[src/rtl/spi7seg_pkg.sv]
// Shared command encodings and frame layout for the SPI receive path and the
// seven-segment display stage.
package spi7seg_pkg;

  localparam logic [1:0] CMD_NOP     = 2'b00;
  localparam logic [1:0] CMD_BLINK   = 2'b01;
  localparam logic [1:0] CMD_DISPLAY = 2'b10;
  localparam logic [1:0] CMD_FLUSH   = 2'b11;

  localparam int unsigned FRAME_BITS = 6;

  typedef struct packed {
    logic [1:0] cmd;
    logic [3:0] data;
  } frame_t;

  // SHIFT means a partial frame is held (bit counter non-zero).
  typedef enum logic {
    ST_IDLE,
    ST_SHIFT
  } rx_state_e;

  function automatic logic is_queued(input logic [1:0] cmd);
    return (cmd == CMD_DISPLAY) || (cmd == CMD_BLINK);
  endfunction

endpackage

[src/rtl/frame_fifo.sv]
// Single-clock synchronous FIFO with flush; head is presented combinationally
// and reads as zero while empty.
module frame_fifo #(
  parameter int unsigned DEPTH = 4,
  parameter int unsigned WIDTH = 6
) (
  input  logic                     sclk,
  input  logic                     rst_n,
  input  logic                     push,
  input  logic                     pop,
  input  logic                     flush,
  input  logic [WIDTH-1:0]         wdata,
  output logic [WIDTH-1:0]         rdata,
  output logic [$clog2(DEPTH):0]   level,
  output logic                     full,
  output logic                     empty
);

  localparam int unsigned PW = $clog2(DEPTH);
  localparam int unsigned LW = PW + 1;

  logic [WIDTH-1:0] mem [DEPTH];
  logic [PW-1:0]    wr_ptr;
  logic [PW-1:0]    rd_ptr;
  logic             do_push;
  logic             do_pop;

  assign full    = (level == LW'(DEPTH));
  assign empty   = (level == '0);
  assign do_pop  = pop && !empty;
  // A full FIFO still accepts a push when the head leaves on the same edge.
  assign do_push = push && (!full || do_pop);
  assign rdata   = empty ? '0 : mem[rd_ptr];

  always_ff @(posedge sclk) begin
    if (!rst_n || flush) begin
      wr_ptr <= '0;
      rd_ptr <= '0;
      level  <= '0;
    end else begin
      if (do_push) wr_ptr <= wr_ptr + PW'(1);
      if (do_pop)  rd_ptr <= rd_ptr + PW'(1);
      case ({do_push, do_pop})
        2'b10:   level <= level + LW'(1);
        2'b01:   level <= level - LW'(1);
        default: level <= level;
      endcase
    end
  end

  always_ff @(posedge sclk) begin
    if (rst_n && !flush && do_push) mem[wr_ptr] <= wdata;
  end

endmodule

[src/rtl/spi_frame_fifo_rx.sv]
// SPI mode-0 frame deserializer and command decoder feeding a frame FIFO
// towards the seven-segment display stage.
module spi_frame_fifo_rx #(
  parameter int unsigned FRAME_BITS = 6,
  parameter int unsigned DEPTH      = 4
) (
  input  logic                   sclk,
  input  logic                   rst_n,
  input  logic                   ss,
  input  logic                   mosi,
  output logic                   frm_valid,
  input  logic                   frm_ready,
  output logic [1:0]             frm_cmd,
  output logic [3:0]             frm_data,
  output logic [$clog2(DEPTH):0] fifo_level,
  output logic                   overflow,
  output logic [3:0]             abort_cnt
);

  import spi7seg_pkg::*;

  localparam int unsigned CW = $clog2(FRAME_BITS);

  rx_state_e               state_q;
  rx_state_e               state_d;
  logic [CW-1:0]           bit_cnt;
  logic [FRAME_BITS-2:0]   shift_q;
  logic                    frame_done;
  logic                    abort;
  frame_t                  frame;
  logic                    push;
  logic                    flush;
  logic                    pop;
  logic                    full;
  logic                    empty;
  frame_t                  head;

  assign frame = frame_t'({shift_q, mosi});

  always_ff @(posedge sclk) begin
    if (!rst_n) state_q <= ST_IDLE;
    else        state_q <= state_d;
  end

  always_comb begin
    state_d = state_q;
    if (ss || (bit_cnt == CW'(FRAME_BITS - 1))) state_d = ST_IDLE;
    else                                         state_d = ST_SHIFT;
  end

  always_comb begin
    frame_done = 1'b0;
    abort      = 1'b0;
    if (ss) abort      = (state_q == ST_SHIFT);
    else    frame_done = (bit_cnt == CW'(FRAME_BITS - 1));
  end

  always_ff @(posedge sclk) begin
    if (!rst_n || ss) begin
      shift_q <= '0;
      bit_cnt <= '0;
    end else begin
      shift_q <= {shift_q[FRAME_BITS-3:0], mosi};
      bit_cnt <= frame_done ? '0 : bit_cnt + CW'(1);
    end
  end

  assign push  = frame_done && is_queued(frame.cmd);
  assign flush = frame_done && (frame.cmd == CMD_FLUSH);
  assign pop   = frm_valid && frm_ready;

  frame_fifo #(
    .DEPTH (DEPTH),
    .WIDTH ($bits(frame_t))
  ) u_fifo (
    .sclk  (sclk),
    .rst_n (rst_n),
    .push  (push),
    .pop   (pop),
    .flush (flush),
    .wdata (frame),
    .rdata (head),
    .level (fifo_level),
    .full  (full),
    .empty (empty)
  );

  assign frm_valid = !empty;
  assign frm_cmd   = head.cmd;
  assign frm_data  = head.data;

  always_ff @(posedge sclk) begin
    if (!rst_n || flush)            overflow <= 1'b0;
    else if (push && full && !pop)  overflow <= 1'b1;
  end

  always_ff @(posedge sclk) begin
    if (!rst_n)                        abort_cnt <= '0;
    else if (abort && abort_cnt != '1) abort_cnt <= abort_cnt + 4'd1;
  end

endmodule

[config.mk]
export PLATFORM = sky130hd
export DESIGN_NAME = spi_frame_fifo_rx
export DESIGN_NICKNAME = d
export VERILOG_FILES = /design/src/rtl/spi7seg_pkg.sv /design/src/rtl/frame_fifo.sv /design/src/rtl/spi_frame_fifo_rx.sv
export SDC_FILE = /design/constraint.sdc
export NUM_CORES = 1
export LEC_CHECK = 0
export ABC_AREA = 1
export CAP_MARGIN = 10
export CELL_PAD_IN_SITES_DETAIL_PLACEMENT = 0
export CELL_PAD_IN_SITES_GLOBAL_PLACEMENT = 1
export CORE_ASPECT_RATIO = 1.2
export CORE_MARGIN = 3
export CORE_UTILIZATION = 43
export DETAILED_ROUTE_END_ITERATION = 8
export PLACE_DENSITY_LB_ADDON = 0.1
export SLEW_MARGIN = 40
export SYNTH_ARGS = -nofsm -noshare
export SYNTH_HDL_FRONTEND = slang
export SYNTH_SLANG_ARGS = --single-unit
[constraint.sdc]
create_clock -name sclk -period 2.1 [get_ports sclk]
set_input_delay 0.315 -clock sclk [delete_from_list [all_inputs] [get_ports sclk]]
set_output_delay 0.315 -clock sclk [all_outputs]
set_load 0.05 [all_outputs]
Yosys cells after proc, flatten, opt, wreduce, memory -nomap -nowiden
Memory sizes are Yosys's and may differ from the RTL's. A register that Yosys moved wholly into a read port is not among the register bits.
Index checks and enable logic that the tools add are counted.
{"block": "word_totals", "ff_bits": 21, "mem_bits_rw": 24, "input_bits": 5, "wordCells": 55, "memories": 1}
{"memory": "u_fifo.mem", "depth": 4, "width": 6, "rd": 1, "rd_ports_with_merged_regs": 1, "wr": 1, "line_no": "frame_fifo.sv:22", "source": "logic [WIDTH-1:0] mem [DEPTH];"}
{"block": "classes", "add_sub_neg": 6, "eq_ne": 8, "muxes": 9, "n_reduce_logical": 23}
{"cell": "$logic_and 1x1->1", "n": 10}
{"cell": "$add 3x1->3 const B", "n": 2}
{"cell": "$eq 2x2->1 const B", "n": 3}
{"cell": "$eq 3x3->1 const B", "n": 2}
{"cell": "$mux 6", "n": 1}
{"cell": "$pmux 3 s2", "n": 1}
{"cell": "$logic_not 1->1", "n": 5}
{"cell": "$logic_or 1x1->1", "n": 5}
{"cell": "$mux 1", "n": 5}
{"cell": "$add 2x1->2 const B", "n": 2}
{"cell": "$add 4x1->4 const B", "n": 1}
{"cell": "$eq 2x1->1 const B", "n": 2}
{"cell": "$mux 2", "n": 2}
{"cell": "$ne 4x4->1 const B", "n": 1}
{"cell": "$logic_not 3->1", "n": 1}
{"cell": "$sub 3x1->3 const B", "n": 1}
{"cell": "$reduce_bool 2->1", "n": 1}
{"cell": "$reduce_or 2->1", "n": 1}

Logic depth before layout (Yosys ltp)
{"block": "depth", "word_depth": 9, "depth_mapped": 12, "mapped_depth_nobuf": 12}

Modules after synthesis
From an unflattened synthesis, not the netlist that was laid out.
{"block": "hier_totals", "cells_unflattened": 224, "area_unflattened_um2": 2089.5}
{"mod": "frame_fifo", "n_inst": 1, "cells_per_inst": 147, "area_per_inst_um2": 1490.2, "seq_area_each_um2": 900.9}
{"mod": "spi_frame_fifo_rx", "n_inst": 1, "cells_per_inst": 77, "area_per_inst_um2": 599.3, "seq_area_each_um2": 280.3}

Worst setup path before layout
No wires, ideal clock.
{"block": "synth_timing", "kind": "flip-flop to output port", "startpoint": "register u_fifo.level[2]", "endpoint": "output port frm_cmd[0]", "arrival_ps": 2033, "required_time_ps": 1785, "slack_ps": -248, "stages_incl_launch_ff": 5, "path_buffers": 0, "path_cell_list": "dfxtp_1 > inv_1 > nand2_2 > inv_1 > a21oi_1"}
{"block": "synth_via", "elab_chain_len": 2}
{"element": "from (decl)", "line_no": "frame_fifo.sv:14", "source": "output logic [$clog2(DEPTH):0] level,"}
{"element": "from (signal assigned)", "line_no": "frame_fifo.sv:44", "source": "2'b10: level <= level + LW'(1);"}
{"element": "from (signal assigned)", "line_no": "frame_fifo.sv:45", "source": "2'b01: level <= level - LW'(1);"}
{"element": "from (signal assigned)", "line_no": "frame_fifo.sv:46", "source": "default: level <= level;"}
{"element": "$logic_not 3->1", "line_no": "frame_fifo.sv:29", "source": "assign empty = (level == '0);"}
{"element": "$mux 6", "line_no": "frame_fifo.sv:33", "source": "assign rdata = empty ? '0 : mem[rd_ptr];"}
{"element": "to (decl)", "line_no": "spi_frame_fifo_rx.sv:13", "source": "output logic [1:0] frm_cmd,"}
No other way between the ends.

==> impl_metrics.sql <==
INSERT INTO impl_metrics (metric_group, metric, value, unit) VALUES
('placement', 'buffer_ports.inserted', '19', ''),
('clocking', 'cts_buffers', '5', ''),
('layout', 'multiInputGateArea', '650.6', 'sq um'),
('power', 'netSwitchingFraction', '0.3831', ''),
('yosys', 'synth_simple_gate_area_share', '0.1688', ''),
('placement', 'placement.setup.worst_slack', '56.15', 'ps'),
('timing', 'max_freq', '513.7', 'MHz'),
('grt', 'globalRoute.totalOverflow', '0', ''),
('critical_path', 'worst_setup_path_end_kind', 'primary output', ''),
('floorplan', 'i_o_pin_count', '20', ''),
('yosys', 'synth-seq-area-share', '0.6013', ''),
('critical_path', 'arrival', '1630', 'ps'),
('detailed_routing', 'drt-wirelength-per-cell', '13.09', 'microns'),
('status', 'run_status', 'finished, final reports clean', ''),
('yosys', 'synth.lib_cells_used.distinct', '22', ''),
('min_path', 'min_path_type', 'flop to flop', ''),
('layout', 'drive_gt1_frac', '0.1453', ''),
('grt', 'grtUsageTotal', '0.1595', ''),
('power', 'total_switching_power', '0.001120', 'W'),
('clocking', 'cts_tree', 'built', ''),
('detailed_routing', 'dr.first_iter.drc_count', '67', ''),
('timing', 'finalCriticalPeriod', '1947', 'ps'),
('layout', 'sequential_cell_area', '0.001185', 'sq mm'),
('grt', 'pin_count_of_the_biggest_net_entering_global_routing', '17', ''),
('placement', 'dp.final_hpwl', '2747', 'microns'),
('power', 'static-leakage-power', '0.9923', 'nW'),
('layout', 'design.final.nets', '247', ''),
('layout', 'filler_cell_count', '390', ''),
('yosys', 'mappedNetlistArea', '0.001964', 'sq mm'),
('placement', 'postPlaceCellArea', '0.002330', 'sq mm'),
('yosys', 'synth_compound_gate_area_share', '0.09682', ''),
('power', 'internal_power', '0.001803', 'W'),
('floorplan', 'die_h', '80.04', 'microns'),
('detailed_routing', 'drt_wl_total', '3795', 'microns'),
('yosys', 'mappedNetlistNets', '216', ''),
('job', 'drv.max_cap_violation_count', '0', ''),
('grt', 'grt_antenna_before_repair', '0', ''),
('clocking', 'cts.sink_count', '47', ''),
('placement', 'gp_routability_congestion', '0.8307', ''),
('power', 'power_frac_clock', '0.227', ''),
('timing', 'worstMarginPinSlew', '501.1', 'ps'),
('timing', 'finalSetupViolCount', '0', ''),
('timing', 'finalHoldViolCount', '0', ''),
('timing', 'hold_slack', '463.4', 'ps'),
('yosys', 'synth_top_family_by_area', 'simple AND/OR/NAND/NOR gates', ''),
('critical_path', 'critical_path_class', 'flop to primary output', ''),
('detailed_routing', 'num_vias', '1450', ''),
('yosys', 'synth_adder_area_share', '0.06115', ''),
('critical_path', 'crit_fanout', '13', ''),
('timing', 'grt_setup_unrepaired', 'no', ''),
('timing', 'min_period_over_period', '0.9270', ''),
('timing', 'layout_setup_ws', '153.3', 'ps'),
('power', 'share_comb_of_total_power', '0.398', ''),
('detailed_routing', 'post_route_antenna_net_violation_count', '0', ''),
('floorplan', 'die_w', '67.70', 'microns'),
('layout', 'finish.instance_area', '0.002450', 'sq mm'),
('critical_path', 'cp.required', '1780', 'ps'),
('power', 'power.sequential.fraction', '0.374', ''),
('layout', 'final_cell_count_no_fill', '290', ''),
('yosys', 'avg_synthesized_cell_area', '9.725', 'sq um'),
('floorplan', 'initial_util', '0.4540', ''),
('clocking', 'cts_htree_levels', '2', ''),
('clocking', 'maximum_count_of_clock_buffers_along_a_single_path', '2', ''),
('timing', 'clock_skew', '6.060', 'ps'),
('clocking', 'clk_pin_slew_worst_paths', '90', 'ps'),
('yosys', 'synth_top_area_frac', '0.3669', ''),
('detailed_routing', 'detailedRoute.firstPassIterationCount', '4', ''),
('placement', 'place_inst', '282', ''),
('floorplan', 'core_area', '0.004327', 'sq mm'),
('detailed_routing', 'drc_markers', '0', ''),
('timing', 'timing.final.max_slew_violations', '0', '');
state kept, by name, summed over array words and instances (netlist names), named ones only:
register	count
overflow	1
u_fifo.rd_ptr	2
state_q	1
bit_cnt	3
u_fifo.wr_ptr	2
abort_cnt	4
u_fifo.mem	24
shift_q	5
u_fifo.level	3
path summary, 6_finish.rpt:
| path | end | depth (start not counted) | startpoint | slack, ps |
|---|---|---|---|---|
| setup / recovery | frm_cmd[0] | 4 | flop | 150 |
| hold / removal | flop | 2 | u_fifo.rd_ptr[1] | 460 |
| setup reg to reg | u_fifo.level[2] | 9 | shift_q[3] | 270 |
| hold reg to reg | flop | 2 | u_fifo.rd_ptr[1] | 460 |
cells in the final DEF (no fill, tap or decap), drive strengths merged:
cell type | netlist | final
bufinv | 0 | 1
nand2 | 12 | 12
clkinvlp | 0 | 1
xnor2 | 1 | 1
fa | 1 | 1
nand3 | 8 | 8
o21ai | 22 | 22
and3 | 1 | 1
inv | 33 | 34
clkdlybuf4s50 | 0 | 12
buf | 1 | 13
dlymetal6s2s | 0 | 1
edfxtp | 24 | 24
nand4 | 1 | 1
nor2 | 49 | 49
nor3 | 1 | 1
ha | 8 | 8
clkbuf | 1 | 5
a21oi | 16 | 16
dfxtp | 23 | 23
worst max-delay path, cell delays in order (launching register included):
cell and delay [ps]:
dfxtp_2 410, inv_1 300, o21ai_0 170, a21oi_1 270, buf_12 180
power by group through the flow:
| stage | sequential, W | clock, W | combinational (W) |
|---|---|---|---|
| 2_1_floorplan | 0.00117 | 0 | 0.000629 |
| 3_3_place_gp | 0.00111 | 0 | 0.00115 |
| 3_5_place_dp | 0.00111 | 0 | 0.00117 |
| 4_1_cts | 0.00109 | 0.000683 | 0.00118 |
| 5_1_grt | 0.00111 | 0.000718 | 0.00124 |
| 6_report | 0.00109 | 0.000664 | 0.00116 |
layout make-up:
type | count | share of cell area
clock buffer | 5 | 0.02809
clock inverter | 3 | 0.01890
inverter | 33 | 0.05056
multi-input combinational | 120 | 0.2656
sequential | 47 | 0.4837
tap | 56 | 0.02860
timing repair buffer | 26 | 0.1246
synthesized netlist by cell type, drive strengths merged:
library cell  number
a21oi             16
nor2              49
xnor2              1
nand4              1
nand2             12
edfxtp            24
nand3              8
o21ai             22
fa                 1
nor3               1
dfxtp             23
and3               1
inv               33
clkbuf             1
buf                1
ha                 8
stage by stage:
stage,setup TNS [ps],utilization
3_3_place_gp,0,0.5385
6_report,0,0.5662
3_5_place_dp,0,0.5385
4_1_cts,0,0.5654
2_1_floorplan,-1490,-
5_1_grt,0,0.5662
metal layers:
layer	global-route usage	routed length, microns	vias to the layer above
met2	0.2795	1987	40
li1	-	-	718
met4	0.06288	73	0
met3	0.05352	203	9
met5	0	0	-
met1	0.1718	1531	683
logic make-up after synthesis:
kind of cell	after synthesis
and+or+nand+nor	72
DFF	47
AOI/OAI and AO/OA	38
buffers and inverters	35
adders and majority gates	9
xor gates and xnor gates	1
timing repair:
item,CTS,global route
setup endpoints to repair,3,5
gates resized for setup,1,2
hold buffers,0,0
buffers inserted,0,0
(Power assumes the default switching activity.)
